==> src/rtl/l1_dcache_pkg.sv <==
// Shared types and geometry for the L1 data cache.
package l1_dcache_pkg;

    localparam int LINE_BYTES   = 16;
    localparam int OFFSET_W     = 4;
    localparam int DEF_NUM_SETS = 8;
    localparam int DEF_ADDR_W   = 16;
    localparam int DEF_INDEX_W  = $clog2(DEF_NUM_SETS);
    localparam int DEF_TAG_W    = DEF_ADDR_W - OFFSET_W - DEF_INDEX_W;

    typedef logic [8*LINE_BYTES-1:0] lc3b_datbus;
    typedef logic [DEF_TAG_W-1:0]    lc3b_c_tag;
    typedef logic [DEF_INDEX_W-1:0]  lc3b_c_index;
    typedef logic [OFFSET_W-1:0]     lc3b_c_offset;

    typedef enum logic [1:0] {
        COMPARE   = 2'd0,
        WRITEBACK = 2'd1,
        ALLOCATE  = 2'd2
    } l1_dcache_state_t;

endpackage

==> src/rtl/l1_cache_array.sv <==
// Line storage: data, tag, valid and dirty per set. Async read, sync byte-masked write.
module l1_cache_array
    import l1_dcache_pkg::*;
#(
    parameter int NUM_SETS = DEF_NUM_SETS,
    parameter int TAG_W    = DEF_TAG_W,
    localparam int INDEX_W = $clog2(NUM_SETS)
) (
    input  logic                  clk,
    input  logic                  reset_n,
    input  logic [INDEX_W-1:0]    index,
    input  logic [LINE_BYTES-1:0] data_mask,
    input  lc3b_datbus            data_in,
    input  logic                  load_tag,
    input  logic [TAG_W-1:0]      tag_in,
    input  logic                  load_valid,
    input  logic                  valid_in,
    input  logic                  load_dirty,
    input  logic                  dirty_in,
    output lc3b_datbus            data_out,
    output logic [TAG_W-1:0]      tag_out,
    output logic                  valid_out,
    output logic                  dirty_out
);

    lc3b_datbus         data_mem [NUM_SETS];
    logic [TAG_W-1:0]   tag_mem  [NUM_SETS];
    logic [NUM_SETS-1:0] valid_q;
    logic [NUM_SETS-1:0] dirty_q;

    // Valid/dirty state bits: the only storage cleared by reset.
    always_ff @(posedge clk) begin
        if (!reset_n) begin
            valid_q <= '0;
            dirty_q <= '0;
        end else begin
            if (load_valid) valid_q[index] <= valid_in;
            if (load_dirty) dirty_q[index] <= dirty_in;
        end
    end

    // Data/tag storage; writes are blocked during reset so an abandoned fill never lands.
    always_ff @(posedge clk) begin
        if (reset_n) begin
            if (load_tag) tag_mem[index] <= tag_in;
            for (int b = 0; b < LINE_BYTES; b++) begin
                if (data_mask[b]) data_mem[index][8*b +: 8] <= data_in[8*b +: 8];
            end
        end
    end

    assign data_out  = data_mem[index];
    assign tag_out   = tag_mem[index];
    assign valid_out = valid_q[index];
    assign dirty_out = dirty_q[index];

endmodule

==> src/rtl/l1_dcache.sv <==
// Direct-mapped write-back/write-allocate L1 data cache with a single-outstanding pmem port.
module l1_dcache
    import l1_dcache_pkg::*;
#(
    parameter int NUM_SETS = DEF_NUM_SETS,
    parameter int ADDR_W   = DEF_ADDR_W
) (
    input  logic                  clk,
    input  logic                  reset_n,
    input  logic                  mem_req,
    input  logic                  mem_we,
    input  logic [ADDR_W-1:0]     mem_addr,
    input  logic [LINE_BYTES-1:0] mem_byte_en,
    input  lc3b_datbus            mem_wdata,
    output logic                  mem_resp,
    output lc3b_datbus            mem_rdata,
    output logic                  pmem_read,
    output logic                  pmem_write,
    output logic [ADDR_W-1:0]     pmem_address,
    output lc3b_datbus            pmem_wdata,
    input  logic                  pmem_resp,
    input  lc3b_datbus            pmem_rdata
);

    localparam int INDEX_W = $clog2(NUM_SETS);
    localparam int TAG_W   = ADDR_W - OFFSET_W - INDEX_W;
    localparam int LINE_W  = ADDR_W - OFFSET_W;

    l1_dcache_state_t state_q, state_d;

    // Line address of the miss being serviced; keeps the fill consistent even if
    // the requester drops mem_req and moves its address mid-miss.
    logic [LINE_W-1:0]  miss_line_q;
    logic [LINE_W-1:0]  cur_line;
    logic [INDEX_W-1:0] idx;
    logic [TAG_W-1:0]   req_tag;
    logic               hit;
    logic               unused_offset;

    lc3b_datbus         arr_rdata;
    logic [TAG_W-1:0]   arr_tag;
    logic               arr_valid, arr_dirty;
    logic [LINE_BYTES-1:0] arr_mask;
    logic               arr_load_tag, arr_load_valid, arr_load_dirty, arr_dirty_in;
    lc3b_datbus         arr_wdata;

    assign unused_offset = ^mem_addr[OFFSET_W-1:0];
    assign cur_line      = (state_q == COMPARE) ? mem_addr[ADDR_W-1:OFFSET_W] : miss_line_q;
    assign idx           = cur_line[INDEX_W-1:0];
    assign req_tag       = cur_line[LINE_W-1:INDEX_W];
    assign hit           = arr_valid && (arr_tag == req_tag);

    // Write-merge mux: fills take the whole pmem line, CPU writes take masked wdata.
    assign arr_wdata  = (state_q == ALLOCATE) ? pmem_rdata : mem_wdata;
    assign mem_rdata  = arr_rdata;
    assign pmem_wdata = arr_rdata;

    l1_cache_array #(.NUM_SETS(NUM_SETS), .TAG_W(TAG_W)) u_array (
        .clk        (clk),
        .reset_n    (reset_n),
        .index      (idx),
        .data_mask  (arr_mask),
        .data_in    (arr_wdata),
        .load_tag   (arr_load_tag),
        .tag_in     (req_tag),
        .load_valid (arr_load_valid),
        .valid_in   (1'b1),
        .load_dirty (arr_load_dirty),
        .dirty_in   (arr_dirty_in),
        .data_out   (arr_rdata),
        .tag_out    (arr_tag),
        .valid_out  (arr_valid),
        .dirty_out  (arr_dirty)
    );

    // FSM state register.
    always_ff @(posedge clk) begin
        if (!reset_n) state_q <= COMPARE;
        else          state_q <= state_d;
    end

    // Capture the missing line when leaving COMPARE.
    always_ff @(posedge clk) begin
        if (state_q == COMPARE && mem_req && !hit) miss_line_q <= mem_addr[ADDR_W-1:OFFSET_W];
    end

    // Next state, CPU response, pmem handshake and array write strobes.
    always_comb begin
        state_d        = state_q;
        mem_resp       = 1'b0;
        pmem_read      = 1'b0;
        pmem_write     = 1'b0;
        pmem_address   = {req_tag, idx, {OFFSET_W{1'b0}}};
        arr_mask       = '0;
        arr_load_tag   = 1'b0;
        arr_load_valid = 1'b0;
        arr_load_dirty = 1'b0;
        arr_dirty_in   = 1'b0;
        case (state_q)
            COMPARE: begin
                if (mem_req) begin
                    if (hit) begin
                        mem_resp = 1'b1;
                        if (mem_we) begin
                            arr_mask       = mem_byte_en;
                            arr_load_dirty = 1'b1;
                            arr_dirty_in   = 1'b1;
                        end
                    end else begin
                        state_d = arr_dirty ? WRITEBACK : ALLOCATE;
                    end
                end
            end
            WRITEBACK: begin
                pmem_write   = 1'b1;
                pmem_address = {arr_tag, idx, {OFFSET_W{1'b0}}};
                if (pmem_resp) state_d = ALLOCATE;
            end
            ALLOCATE: begin
                pmem_read = 1'b1;
                if (pmem_resp) begin
                    arr_mask       = '1;
                    arr_load_tag   = 1'b1;
                    arr_load_valid = 1'b1;
                    arr_load_dirty = 1'b1;
                    arr_dirty_in   = 1'b0;
                    state_d        = COMPARE;
                end
            end
            default: state_d = COMPARE;
        endcase
    end

endmodule

==> config.mk <==
export PLATFORM = sky130hd
export DESIGN_NAME = l1_dcache
export DESIGN_NICKNAME = d
export VERILOG_FILES = /design/src/rtl/l1_dcache_pkg.sv /design/src/rtl/l1_cache_array.sv /design/src/rtl/l1_dcache.sv
export SDC_FILE = /design/constraint.sdc
export NUM_CORES = 1
export LEC_CHECK = 0
export CAP_MARGIN = 20
export CORE_MARGIN = 4
export CORE_UTILIZATION = 55
export DETAILED_ROUTE_END_ITERATION = 10
export PLACE_DENSITY = 0.79
export SYNTH_ARGS = -nofsm -noshare
export SYNTH_HDL_FRONTEND = slang
export SYNTH_SLANG_ARGS = --single-unit
==> constraint.sdc <==
create_clock -name clk -period 5.5 [get_ports clk]
set_input_delay 1.1 -clock clk [delete_from_list [all_inputs] [get_ports clk]]
set_output_delay 1.1 -clock clk [all_outputs]
set_load 0.02 [all_outputs]
==> flow_summary.ini, run 1 <==
[setup_path]
crit_fanout = 27
worstPathArrival_ns = 4.35
critPathKind = in2out
worstPathRequired_ns = 4.40
endpoint_kind = primary output
start_kind = primary input

[timing]
fmax_mhz = 184
tightest_slew_ns = 1.04
fin_crit_sh_pct = 99.1
postLayoutSetupSlackWorst_ns = 0.0514
slew_headroom_pct = 30.7
setup_viol = 0
hold_viol = 0
slew_viol_final = 0
tns_ns = 0
skew_ns = 0.0269
finalCriticalPeriod_ns = 5.45

[die]
io_pins = 568
rows = 104
dieArea_um2 = 85600
die_x_um = 293
start_util_pct = 55.4
core_area_um2 = 80400
die_y_um = 293

[final_layout]
post_route_cells_drive_above_1_share_pct = 17.5
post-route-cell-area_um2 = 55700
final_nets = 3669
register_area_um2 = 33600
multi_input_area_um2 = 9220
postLayoutCoreUtil_pct = 69.3
area_delta_synth_final_pct = 25.1
fill_cells = 4934
diodes = 0

[flow_run]
cap_violations = 0

[drt]
vias_per_cell = 6.36
vias = 28800
avgRoutedWirePerCell_um = 27.8
first_iter_violations = 3428
dr.pass1.iters = 6
drt_wl_total_um = 126000
antenna_left = 0
drc_errors = 0

[clock_tree]
clk_pin_slew_worst_paths_ns = 0.06
clk_path_buf_depth = 3
cts_buffers = 106
insertion_delay_ns = 0.67
cts_tree = done
cts.sinks = 1126
htreeDepth = 3
cts_root_buf = clkbuf_16

[yosys]
syn_area_um2 = 44600
synthFlopType = edfxtp_1
synthCells = 2746
seq_area_frac_synth_pct = 75.5
ys.warnings.count = 0
synth_edf_count = 1108
synthArstFlopShare_pct = 0
syn_avg_cell_area_um2 = 16.2
synthDistinctLibCells = 63
synth-seq-cells = 1126

[power]
p_total_uw = 19700
power.leakage_uw = 0.0186
ir_worst_vdd_uv = 232
powerDensity_nw_per_um2 = 354

[hold_path]
min_path_type = reg2reg

[placed_design]
post_dp_cell_area_um2 = 52200
place_ws_ns = -0.118
dp_hpwl_um = 80800
port_buffers = 559
gp_congestion = 0.859

[status]
status = completed

[grt]
grt_max_degree = 63
grt-ovfl-total = 0
grt_pass1_vias = 29600
grt_pass1_wl_um = 183000
grtUsageTotal_pct = 28.4
antenna_found_initial = 0
[final timing paths]
| kind | from | end | slack [ns] | depth (start not counted) |
|---|---|---|---|---|
| setup / recovery | mem_addr[5] | mem_rdata[110] | 0.05 | 12 |
| hold / removal | u_array.valid_q[5] | u_array.valid_q[5] | 0.46 | 1 |
| setup reg to reg | state_q[1] | u_array.data_mem[3][62] | 1.19 | 14 |
| hold reg to reg | u_array.valid_q[5] | u_array.valid_q[5] | 0.46 | 1 |
[per-stage QoR]
| step | hold slack [ns] | cells |
|---|---|---|
| final | 0.464 | 4521 |
| after detailed placement | 0.442 | 4323 |
| after global routing | 0.481 | 4521 |
| after floorplan | 0.427 | 2749 |
| after global placement | 0.435 | 4322 |
| after CTS | 0.460 | 4518 |
[where the power goes]
group | internal [uW] | leakage, uW | switching [uW] | total (uW)
sequential | 9570 | 0.0101 | 16.9 | 9580
clock | 4140 | 0.00169 | 3090 | 7230
combinational | 1210 | 0.00681 | 1710 | 2920
[cells by family (layout without fill, tap and decap cells)]
family          Yosys count  count (layout)  synth area share (%)
buf+inv                 328            1040                  4.18
compound gates          600             600                  10.1
flops                  1126            1126                  75.5
xor+xnor                  6               6                 0.118
other cells               1               4               0.00842
mux                     201             201                  4.88
simple gates            484             484                  5.27
[repair_timing]
item | 4_1_cts | 5_1_grt
setup buffers | 2 | 2
pin swaps | 1 | 1
setup endpoints to repair | 2 | 18
hold buffers | 0 | 0
gates cloned | 0 | 1
resized for setup | 11 | 15
[state kept, by name, indices dropped and copies added, names as in the netlist]
name and cells:
miss_line_q 12, u_array.dirty_q 8, u_array.data_mem 1024, u_array.tag_mem 72, u_array.valid_q 8, state_q 2
[placed cells by master (no fill, tap or decap), drive strengths merged, types with 27 or more instances in the layout]
master	count
edfxtp	1108
clkdlybuf4s50	543
buf	278
a22oi	256
nand2	156
nor3	137
mux2	130
clkbuf	124
a221oi	104
nand3	97
mux2i	71
a21oi	71
clkinv	49
a22o	47
o21ai	40
nand4	28
o221ai	27
[layout make-up]
class                           instances  area share, %
Multi-Input combinational cell       1295           16.5
Sequential cell                      1126           60.3
Clock inverter                         70           1.22
Tap cell                             1060           2.38
Clock buffer                          123           4.99
Timing Repair Buffer                  837           14.5
Inverter                               10         0.0718
[synthesized netlist by cell type, types with 3 or more instances]
| master | count | area share (%) |
|---|---|---|
| edfxtp_1 | 1108 | 75 |
| a22oi_1 | 256 | 4.3 |
| nand2_1 | 156 | 1.3 |
| buf_4 | 139 | 2.3 |
| nor3_1 | 137 | 1.5 |
| clkbuf_1 | 130 | 1.1 |
| mux2_2 | 130 | 3.3 |
| a221oi_1 | 104 | 2.0 |
| nand3_1 | 97 | 1.1 |
| a21oi_1 | 71 | 0.80 |
| mux2i_1 | 71 | 1.6 |
| a22o_1 | 47 | 0.92 |
| nand4_1 | 28 | 0.39 |
| buf_1 | 27 | 0.23 |
| o221ai_1 | 27 | 0.53 |
| nor2_1 | 21 | 0.18 |
| o21ai_0 | 20 | 0.22 |
| o21ai_1 | 19 | 0.21 |
| dfxtp_1 | 18 | 0.81 |
| and3_1 | 17 | 0.24 |
| buf_6 | 13 | 0.33 |
| buf_2 | 9 | 0.10 |
| a211oi_1 | 8 | 0.13 |
| a21o_1 | 8 | 0.13 |
| inv_1 | 8 | 0.067 |
| xnor2_1 | 6 | 0.12 |
| o22ai_1 | 5 | 0.070 |
| nor2b_1 | 4 | 0.056 |
| a21boi_0 | 3 | 0.051 |
| nand2b_1 | 3 | 0.042 |
| o21a_1 | 3 | 0.051 |
| o31ai_1 | 3 | 0.051 |
| o32ai_1 | 3 | 0.059 |
| or2_2 | 3 | 0.042 |
| or4_1 | 3 | 0.051 |
[critical path, cell delays in order]
cell and delay [ns]:
clkdlybuf4s50_1 0.48, or4_1 0.54, o31a_1 0.21, buf_4 0.18, buf_4 0.16, nor2_4 0.15
buf_12 0.21, buf_12 0.23, a22o_1 0.16, a221oi_1 0.05, nand3_1 0.19, clkdlybuf4s50_1 0.66
[layer usage]
metal | vias to the layer above | GRT usage, % | routed length [um]
met4 | 0 | 12.4 | 5340
met1 | 14100 | 36.0 | 43900
met2 | 2099 | 48.3 | 62700
met3 | 346 | 5.20 | 13700
met5 | - | 0 | 0
li1 | 12200 | - | -
Power figures use the tool's default switching activity.
==> run 2, diff against run 1 <==
Settings changed: ABC_AREA set to 0.
==> results of run 2 <==
No change in the layout: final DEF, timing and power equal those of run 1.
